[config.mk]
export PLATFORM = sky130hd
export DESIGN_NAME = adc_dump_ctrl
export DESIGN_NICKNAME = d
export VERILOG_FILES = /design/src/rtl/adc_dump_ctrl.sv
export SDC_FILE = /design/constraint.sdc
export NUM_CORES = 1
export LEC_CHECK = 0
export CORE_UTILIZATION = 33
export CTS_CLUSTER_DIAMETER = 100
export DETAILED_ROUTE_END_ITERATION = 10
export PLACE_DENSITY = 0.54
export SYNTH_ARGS = -nofsm -noshare
export SYNTH_HDL_FRONTEND = slang
export SYNTH_SLANG_ARGS = --single-unit
[constraint.sdc]
create_clock -name clk_adc -period 4 [get_ports clk_adc]
set_clock_uncertainty 0.1 [all_clocks]
set_input_delay 0.8 -clock clk_adc [delete_from_list [all_inputs] [get_ports clk_adc]]
set_output_delay 0.8 -clock clk_adc [all_outputs]
set_load 0.05 [all_outputs]
[src/rtl/adc_dump_ctrl.sv]
// Capture sequencer for the ADC dump SRAM: arms under JTAG, triggers on a synchronized
// rising edge of the external pin, writes N words and shares the SRAM port with readback.
module adc_dump_ctrl #(
   parameter int N_mem_addr = 10,
   parameter int N_holdoff  = 16
) (
   input  logic                  clk_adc,
   input  logic                  rstb,
   input  logic                  dump_start,
   input  logic                  en_dump,
   input  logic [N_mem_addr:0]   num_words,
   input  logic [N_holdoff-1:0]  holdoff,
   input  logic                  rd_req,
   input  logic [N_mem_addr-1:0] rd_addr,
   output logic                  mem_ce,
   output logic                  mem_we,
   output logic [N_mem_addr-1:0] mem_addr,
   output logic                  rd_gnt,
   output logic                  rd_valid,
   output logic                  busy,
   output logic                  done,
   output logic [N_mem_addr:0]   wr_count,
   output logic [2:0]            state
);

   localparam logic [2:0] S_IDLE    = 3'd0;
   localparam logic [2:0] S_ARMED   = 3'd1;
   localparam logic [2:0] S_HOLDOFF = 3'd2;
   localparam logic [2:0] S_CAPTURE = 3'd3;
   localparam logic [2:0] S_DONE    = 3'd4;

   localparam logic [N_mem_addr:0]  DEPTH    = {1'b1, {N_mem_addr{1'b0}}};
   localparam logic [N_holdoff-1:0] HOLD_ONE = {{(N_holdoff-1){1'b0}}, 1'b1};

   logic [2:0]            state_q;
   logic                  s1, s2, s3;
   logic [1:0]            sync_fill;
   logic                  low_seen;
   logic                  start_pulse;
   logic [N_holdoff-1:0]  hold_cnt;
   logic [N_mem_addr:0]   n_lat;
   logic [N_mem_addr:0]   n_eff;
   logic                  capture;

   // s2 only reflects the pin once the synchronizer has filled after reset; an edge
   // counts only after the pin has genuinely been seen low, so a pin held high
   // through reset cannot fire.
   always_ff @(posedge clk_adc or negedge rstb) begin
      if (!rstb) begin
         s1        <= 1'b0;
         s2        <= 1'b0;
         s3        <= 1'b0;
         sync_fill <= 2'b00;
         low_seen  <= 1'b0;
      end else begin
         s1        <= dump_start;
         s2        <= s1;
         s3        <= s2;
         sync_fill <= {sync_fill[0], 1'b1};
         if (sync_fill[1] && !s2)
            low_seen <= 1'b1;
      end
   end

   assign start_pulse = s2 & ~s3 & low_seen;
   assign n_eff = ((num_words == '0) || (num_words > DEPTH)) ? DEPTH : num_words;

   always_ff @(posedge clk_adc or negedge rstb) begin
      if (!rstb) begin
         state_q  <= S_IDLE;
         hold_cnt <= '0;
         n_lat    <= '0;
         wr_count <= '0;
      end else begin
         case (state_q)
            S_IDLE: begin
               if (en_dump)
                  state_q <= S_ARMED;
            end
            S_ARMED: begin
               if (!en_dump) begin
                  state_q <= S_IDLE;
               end else if (start_pulse) begin
                  hold_cnt <= holdoff;
                  n_lat    <= n_eff;
                  wr_count <= '0;
                  state_q  <= (holdoff != '0) ? S_HOLDOFF : S_CAPTURE;
               end
            end
            S_HOLDOFF: begin
               if (!en_dump) begin
                  state_q <= S_IDLE;
               end else begin
                  hold_cnt <= hold_cnt - HOLD_ONE;
                  if (hold_cnt == HOLD_ONE)
                     state_q <= S_CAPTURE;
               end
            end
            S_CAPTURE: begin
               // wr_count doubles as the write address, so it stops at n_lat and never wraps
               if (!en_dump) begin
                  state_q <= S_IDLE;
               end else begin
                  wr_count <= wr_count + 1'b1;
                  if (wr_count == n_lat - 1'b1)
                     state_q <= S_DONE;
               end
            end
            S_DONE: begin
               if (!en_dump)
                  state_q <= S_IDLE;
            end
            default: state_q <= S_IDLE;
         endcase
      end
   end

   always_ff @(posedge clk_adc or negedge rstb) begin
      if (!rstb)
         rd_valid <= 1'b0;
      else
         rd_valid <= rd_gnt;
   end

   // Readback handshake: rd_gnt is high in the same cycle as rd_req only while the
   // engine is IDLE or DONE; a refused request must be held by the requester, and the
   // granted read's data is valid one cycle later, flagged by rd_valid.
   assign capture = (state_q == S_CAPTURE);
   assign rd_gnt  = rd_req & ((state_q == S_IDLE) | (state_q == S_DONE));

   always_comb begin
      mem_ce   = 1'b0;
      mem_we   = 1'b0;
      mem_addr = '0;
      if (capture) begin
         mem_ce   = 1'b1;
         mem_we   = 1'b1;
         mem_addr = wr_count[N_mem_addr-1:0];
      end else if (rd_gnt) begin
         mem_ce   = 1'b1;
         mem_addr = rd_addr;
      end
   end

   assign busy  = (state_q == S_ARMED) | (state_q == S_HOLDOFF) | capture;
   assign done  = (state_q == S_DONE);
   assign state = state_q;

endmodule

# Word-level counts from Yosys, hierarchy flattened
# Cells that the tools add are included.
# totals
in_bits	42
reg_bits	48
out_inout_bits	30
# classes
n_lt_le_gt_ge	1
n_reduce_logical	12
n_eq_ne	15
muxes	24
n_bitwise	7
add_sub_neg	3
# op_table
operator	count
$mux 16	3
$mux 11	4
$pmux 16 s2	1
$mux 3	8
$pmux 11 s2	1
$mux 10	2
$eq 16x1->1 const B	1
$reduce_bool 16->1	1
$sub 16x1->16 const B	1
$pmux 3 s5	1
$ne 2x2->1 const B	6
$add 11x1->11 const B	1
$eq 11x11->1	1
$gt 11x11->1 const B	1
$logic_not 11->1	1
$sub 11x1->11 const B	1
$reduce_and 4->1	2
$eq 3x2->1 const B	2
$ne 3x3->1 const B	2
$reduce_and 5->1	1
$mux 1	4
$reduce_bool 2->1	2
$and 1x1->1	3
$eq 3x1->1 const B	1
other kinds (9)	11

# Depth between registers and ports, before layout
# Gate-level depths: netlist of run 1.
# depth
ltp_word	6
ltp_mapped	8

# Least setup slack after synthesis of run 1
# No wires, ideal clock.
# synth_path
path_type	reg2out
start	reg state_q[1], in the netlist state[1]
end	out mem_addr[1]
path_stages_with_launch	5
arrival_ps	2250
n_path_buf	2
slack_ps	850
path_cell_list	dfrtp_1 and3b_1 buf_2 clkbuf_1 a22o_1
# synth_via
elab_chain_cells	5
word_cells_on_any_way	7
classes_between	2 x eq/ne; 2 x mux; 2 x bitwise; 1 x reduce/logical
# synth_lines
element	line	rtl
start: declaration	35	logic [2:0] state_q;
start signal: assignment	87	state_q <= (holdoff != '0) ? S_HOLDOFF : S_CAPTURE;
$eq 3x3->1 or $logic_not 3->1 (tied branches)	129	assign rd_gnt = rd_req & ((state_q == S_IDLE) | (state_q == S_DONE));
$or 1x1->1	129	
$and 1x1->1	129	
$mux 10	139	end else if (rd_gnt) begin
$mux 10 *	135	if (capture) begin
end: declaration	17	output logic [N_mem_addr-1:0] mem_addr,
# Every way passes the cells marked *; elsewhere a longest branch is shown, timed or not.

# Worst setup path after layout of run 1
# layout_path
start	in rd_req
end	out mem_addr[4]
# layout_via
elab_chain_cells	3
# layout_lines
element	line	rtl
start: declaration	13	input logic rd_req,
$and 1x1->1	129	
$mux 10	139	
$mux 10	135	
# No other way between the ends.

==> results.toml, run 1 <==
[synth]
yosys-top-cells-area = "dfrtp_1, o21ai_0, nor2_1, a22o_1, xor2_1"
ys_seq_elements = 48
mappedNetlistNets = 378
synth_cell_type_count = 51
syn_area_um2 = 2870
synth-edff-count = 0
yosys_warnings = 0
synth_ff_type = "dfrtp_1"
yosysMostFrequentCell = "dfrtp_1"
synth_top_area_cell = "dfrtp_1"
synth_commonest_cells = "dfrtp_1, nor2_1, o21ai_0, nand2_1, a21oi_1"
async_reset_ff_share_pct = 100
yosysTopAreaCellShare_pct = 41.8
avgSynthCellArea_um2 = 8.65
seq_area_frac_synth_pct = 41.8
syn_inst = 332

[detailed_routing]
ant_nets = 0
wl_per_cell_um = 15.4
vias = 2699
drtPass1Iterations = 6
drc = 0
first_iter_violations = 118
routed_wl_um = 7680
avgViaCountPerCell = 5.40

[cells_and_area]
syn2layout_area_growth_pct = 30.6
fillCellCount = 846
layout-drive-gt1-share_pct = 5.06
antennaDiodeCount = 0
fin_nets = 440
stdcell_area_um2 = 3750
instances_no_fill = 500

[grt]
top_usage_layer = "met2"
grt.met1_usage_pct = 24.4
gr-usage-met2_pct = 29.0
antenna_found_initial = 0
grt_pass1_wl_um = 12500
globalRouteOverflowTotal = 0
grtUsageMet3_pct = 4.07
grt_pass1_vias = 2510
grt_start_max_net_pins = 27
grt_usage_pct = 18.0

[critical_path]
reg2reg_slack_ns = 1.40
crit_path_end_kind = "primary output"
r2r-start = "n_lat[0]"
path_class = "input pin to primary output"
r2r_cells = 8
worstPathArrival_ns = 2.61
startpoint_type = "input pin"
critPathRequiredTime_ns = 3.10
reg2reg_to = "state[1]"
crit_path_max_fanout = 13

[timing]
setup_tns_ns = 0
setup_viol = 0
slew_viol_final = 0
hold_violations = 0
max_freq_mhz = 285
min_period_ns = 3.51
post-route-period-util_pct = 87.8
maxSlewHeadroom_pct = 39.9
max_slew.worst_pin.slew_ns = 0.894
rsz0062_at_grt = "no"

[placement]
dp.cells = 492
hpwl_um = 5710
portBuffers = 71
gp_congestion = 0.838
placed_area_um2 = 3660

[floorplanning]
initial_core_util_pct = 34.4
rows = 33
die_area_um2 = 9080
core_area_um2 = 8340
io_pins = 72
die_y_um = 95.3
die_w_um = 95.3

[min_path]
hold_end = "sync_fill[1]"
whs_path_depth = 0
holdCritStartpoint = "sync_fill[0]"
hold_path.class = "flop to flop"

[pwr]
fin_total_pwr_w = 0.00162
power_density_nw_per_um2 = 433
ir_drop_v = 0.000176
leakagePower_nw = 1.52

[clocking]
clk_pin_slew_worst_paths_ns = 0.08
postCtsHoldBufs = 0
cts-root-buf = "clkbuf_8"
cts_buffer_depth = 2
cts_tree = "yes"
clock_sinks = 48
clock_latency_ns = 0.30
cts_resized = 0
htreeDepth = 2
numCtsBuffers = 5
postCtsSetupBuffers = 0

[status]
outcome = "finished clean"

[flow_run]
maxCapViolations = 0
[routing by layer]
metal / share of wire [%] / vias to the layer above
met2: 45 / 83
li1: - / 1332
met4: 1.0 / 0
met3: 6.1 / 8
met1: 48 / 1276
met5: 0 / -
[critical path, cell delays in order]
cell and delay (ns):
clkdlybuf4s50_1 0.45, and2_1 0.37, a22o_1 0.19, clkdlybuf4s50_1 0.80
[power by group]
group          switching (W)  total (W)  internal, W
sequential          0.000137   0.000732     0.000595
clock               0.000162   0.000303     0.000141
combinational       0.000337   0.000588     0.000251
total               0.000636    0.00162     0.000988
[metrics by stage]
| stage | utilization [%] | setup WS (ns) | hold WS, ns |
|---|---|---|---|
| floorplan | - | 0.850 | 0.231 |
| global placement | 43.9 | 0.510 | 0.233 |
| detailed placement | 43.9 | 0.480 | 0.236 |
| CTS | 45.0 | 0.468 | 0.254 |
| global route | 45.0 | 0.405 | 0.266 |
| finish | 45.0 | 0.489 | 0.252 |
[logic make-up (layout without fill, tap and decap cells)]
group | Yosys count | after routing | share of synthesized area (%)
xor+xnor | 20 | 20 | 6.10
compound gates | 98 | 98 | 21.6
simple gates | 132 | 132 | 24.4
buf+inv | 28 | 91 | 3.75
fa+ha+maj | 4 | 4 | 1.74
other cells | 1 | 1 | 0.131
flops | 48 | 48 | 41.8
mux | 1 | 1 | 0.392
[layout make-up]
class / instances / area, um2 / share of cell area [%]
clock buffers: 8 / 90.1 / 2.40
inverters: 8 / 30.0 / 0.800
multi-input cells: 256 / 1560 / 41.7
flip-flops and latches: 48 / 1200 / 32.0
well taps: 105 / 131 / 3.50
repair buffers: 75 / 736 / 19.6
[worst max-delay path by stage]
stage / depth (start not counted) / slack [ns] / startpoint / endpoint
CTS: 4 / 0.47 / rd_req / mem_addr[4]
global route: 4 / 0.41 / rd_req / mem_addr[5]
global placement: 4 / 0.51 / rd_req / mem_addr[3]
floorplan: 4 / 0.85 / state[1] / mem_addr[1]
detailed placement: 4 / 0.48 / rd_req / mem_addr[4]
finish: 4 / 0.49 / rd_req / mem_addr[4]
[cells in the final DEF, fill, tap and decap left out, types with 3 or more instances in the layout]
master	n
clkdlybuf4s50_1	70
nand4b_1	3
nand4_1	7
inv_1	8
a22o_1	15
nand2_1	25
nor4_1	6
dfrtp_1	48
buf_4	4
clkbuf_8	6
o211ai_1	5
a22oi_1	5
nand3_1	12
or3_1	3
xor2_1	14
a21oi_1	21
nand3b_1	9
nor2_1	37
nor3b_1	3
o21ai_0	37
ha_1	4
xnor2_1	6
nor3_1	9
[sequential cells by signal (all words and copies together), names as in the netlist]
register,flops
n_lat,11
s1,1
state,3
hold_cnt,16
low_seen,1
wr_count,11
sync_fill,2
s2,1
s3,1
rd_valid,1
Power figures use the tool's default switching activity.
==> run 2: changes to the inputs <==
Settings changed: CORE_UTILIZATION 33 to 31, PLACE_DENSITY 0.54 to 0.52.
==> run 2 against run 1 <==
Against the previous run: the run now ends with DRC left; worst setup slack better by 0.020 ns; final area grew 0.17%; wire length fell by 0.40%; count of clock-buffer cells in the layout is 2 lower; first-iteration DRC count decreased by 8.5%; worst hold slack about the same; utilization is 2.5 points lower; sequential share of layout area is 0.053 points lower; die area rose by 6.3%; global-route usage is 1.6 points lower; combinational power hardly changed; highest routed layer unchanged.
==> results.toml, run 2 (synthesis gave the netlist of run 1 again) <==
[status]
outcome = "complete, but fails checks"
violations = "DRC"

[clocking]
clock_latency_ns = 0.30
postCtsSetupBuffers = 0
cts_resized = 0
cts_tree = "yes"
clk_pin_slew_worst_paths_ns = 0.08
cts-root-buf = "clkbuf_8"
cts_buffer_depth = 2
htreeDepth = 2
numCtsBuffers = 5
clock_sinks = 48
postCtsHoldBufs = 0

[floorplanning]
io_pins = 72
die_w_um = 98.3
rows = 34
die_y_um = 98.3
core_area_um2 = 8850
initial_core_util_pct = 32.5
die_area_um2 = 9660

[placement]
gp_congestion = 0.823
hpwl_um = 5680
dp.cells = 495
portBuffers = 71

[pwr]
ir_drop_v = 0.000168
power_density_nw_per_um2 = 431
swShare_pct = 39.3
p_int_w = 0.000984
clkPwrFrac_pct = 18.6
p_sw_w = 0.000636
combPwrFrac_pct = 36.3
leakagePower_nw = 1.52
seqPwrFrac_pct = 45.1

[critical_path]
critPathRequiredTime_ns = 3.10
crit_path_max_fanout = 13
worstPathArrival_ns = 2.59
cpMaxStageDelayCell = "clkdlybuf4s50_1"
crit_path_max_incr_delay_ns = 0.80
crit_path_end_kind = "primary output"
startpoint_type = "input pin"
path_class = "input pin to primary output"
crit_chain = "clkdlybuf4s50_1 > and2_1 > a22o_1 > clkdlybuf4s50_1"
path_common_cell = "clkdlybuf4s50_1"

[grt]
antenna_found_initial = 0
grt_start_max_net_pins = 30
grt_usage_pct = 16.4
globalRouteOverflowTotal = 0
grt_pass1_wl_um = 12600
grt_pass1_vias = 2464

[timing]
hold_violations = 0
max_slew.worst_pin.slew_ns = 0.889
setup_viol = 0
maxSlewHeadroom_pct = 40.2
post-route-period-util_pct = 87.3
rsz0062_at_grt = "no"
slew_viol_final = 0
setup_tns_ns = 0
max_freq_mhz = 286
min_period_ns = 3.49

[detailed_routing]
drc = 9
first_iter_violations = 108
wl_per_cell_um = 15.2
vias = 2663
ant_nets = 0
drtPass1Iterations = 10
routed_wl_um = 7650
avgViaCountPerCell = 5.29

[cells_and_area]
antennaDiodeCount = 0
largest_register = "hold_cnt"
instances_no_fill = 503
largest_register_ff_count = 16
final_core_util_pct = 42.5
mostFrequentLayoutCells = "clkdlybuf4s50_1, dfrtp_1, nor2_1, o21ai_0, nand2_1"
syn2layout_area_growth_pct = 30.8
layout-drive-gt1-share_pct = 5.57
fin_nets = 440
final_common_cell = "clkdlybuf4s50_1"
largest_registers = "hold_cnt x16, n_lat x11, wr_count x11"

[min_path]
hold_path.class = "flop to flop"

[flow_run]
maxCapViolations = 0
-- run 2: changes by cell type in the layout (fill, tap and decap cells not counted) --
cell | before | now
clkbuf_1 | 2 | 0
clkinv_2 | 0 | 2
-- run 2: through the flow --
stage / hold slack (ns) / setup slack [ns] / power, W / area (um2)
after floorplan: 0.231 / 0.850 / 0.00113 / 2870
after global placement: 0.232 / 0.507 / 0.00132 / 3670
after detailed placement: 0.235 / 0.494 / 0.00133 / 3670
after CTS: 0.255 / 0.493 / 0.00163 / 3760
after global routing: 0.266 / 0.418 / 0.00174 / 3760
final: 0.252 / 0.509 / 0.00162 / 3760
-- run 2: routing by layer --
metal | track usage [%] | vias up | wire (um)
li1 | - | 1324 | -
met1 | 23.0 | 1255 | 3740
met2 | 26.0 | 78 | 3410
met3 | 3.08 | 6 | 406
met4 | 4.48 | 0 | 84
met5 | 0 | - | 0
-- run 2: worst paths after layout --
path	startpoint	endpoint	slack (ns)	cells past startpoint
worst max-delay path	rd_req	mem_addr[7]	0.51	4
worst min-delay path	sync_fill[0]	sync_fill[1]	0.25	0
worst max register to register	n_lat[0]	state[1]	1.37	8
worst min register to register	sync_fill[0]	sync_fill[1]	0.25	0
max in group asynchronous	rstb	n_lat[9]	2.72	2
min in group asynchronous	rstb	rd_valid	0.33	1
-- run 2: power groups by stage --
stage | Combinational (W) | Clock [W] | Sequential, W
final | 0.000588 | 0.000301 | 0.000731
after global routing | 0.000656 | 0.000334 | 0.000752
after CTS | 0.000591 | 0.000313 | 0.000730
after detailed placement | 0.000589 | 0 | 0.000738
after global placement | 0.000580 | 0 | 0.000738
after floorplan | 0.000397 | 0 | 0.000729
-- run 2: cell type report --
| type | count | area (um2) |
|---|---|---|
| Fill cell | 906 | 5090 |
| Sequential cell | 48 | 1200 |
| Tap cell | 108 | 135 |
| Clock buffer | 6 | 82.6 |
| Clock inverter | 2 | 10.0 |
| Inverter | 8 | 30.0 |
| Multi-Input combinational cell | 256 | 1560 |
| Timing Repair Buffer | 75 | 736 |
-- run 2: worst max-delay path, delay by kind of cell --
family,cells,cell delay (ns)
compound gates,1,0.19
simple gates,1,0.35
buf+inv,2,1.25
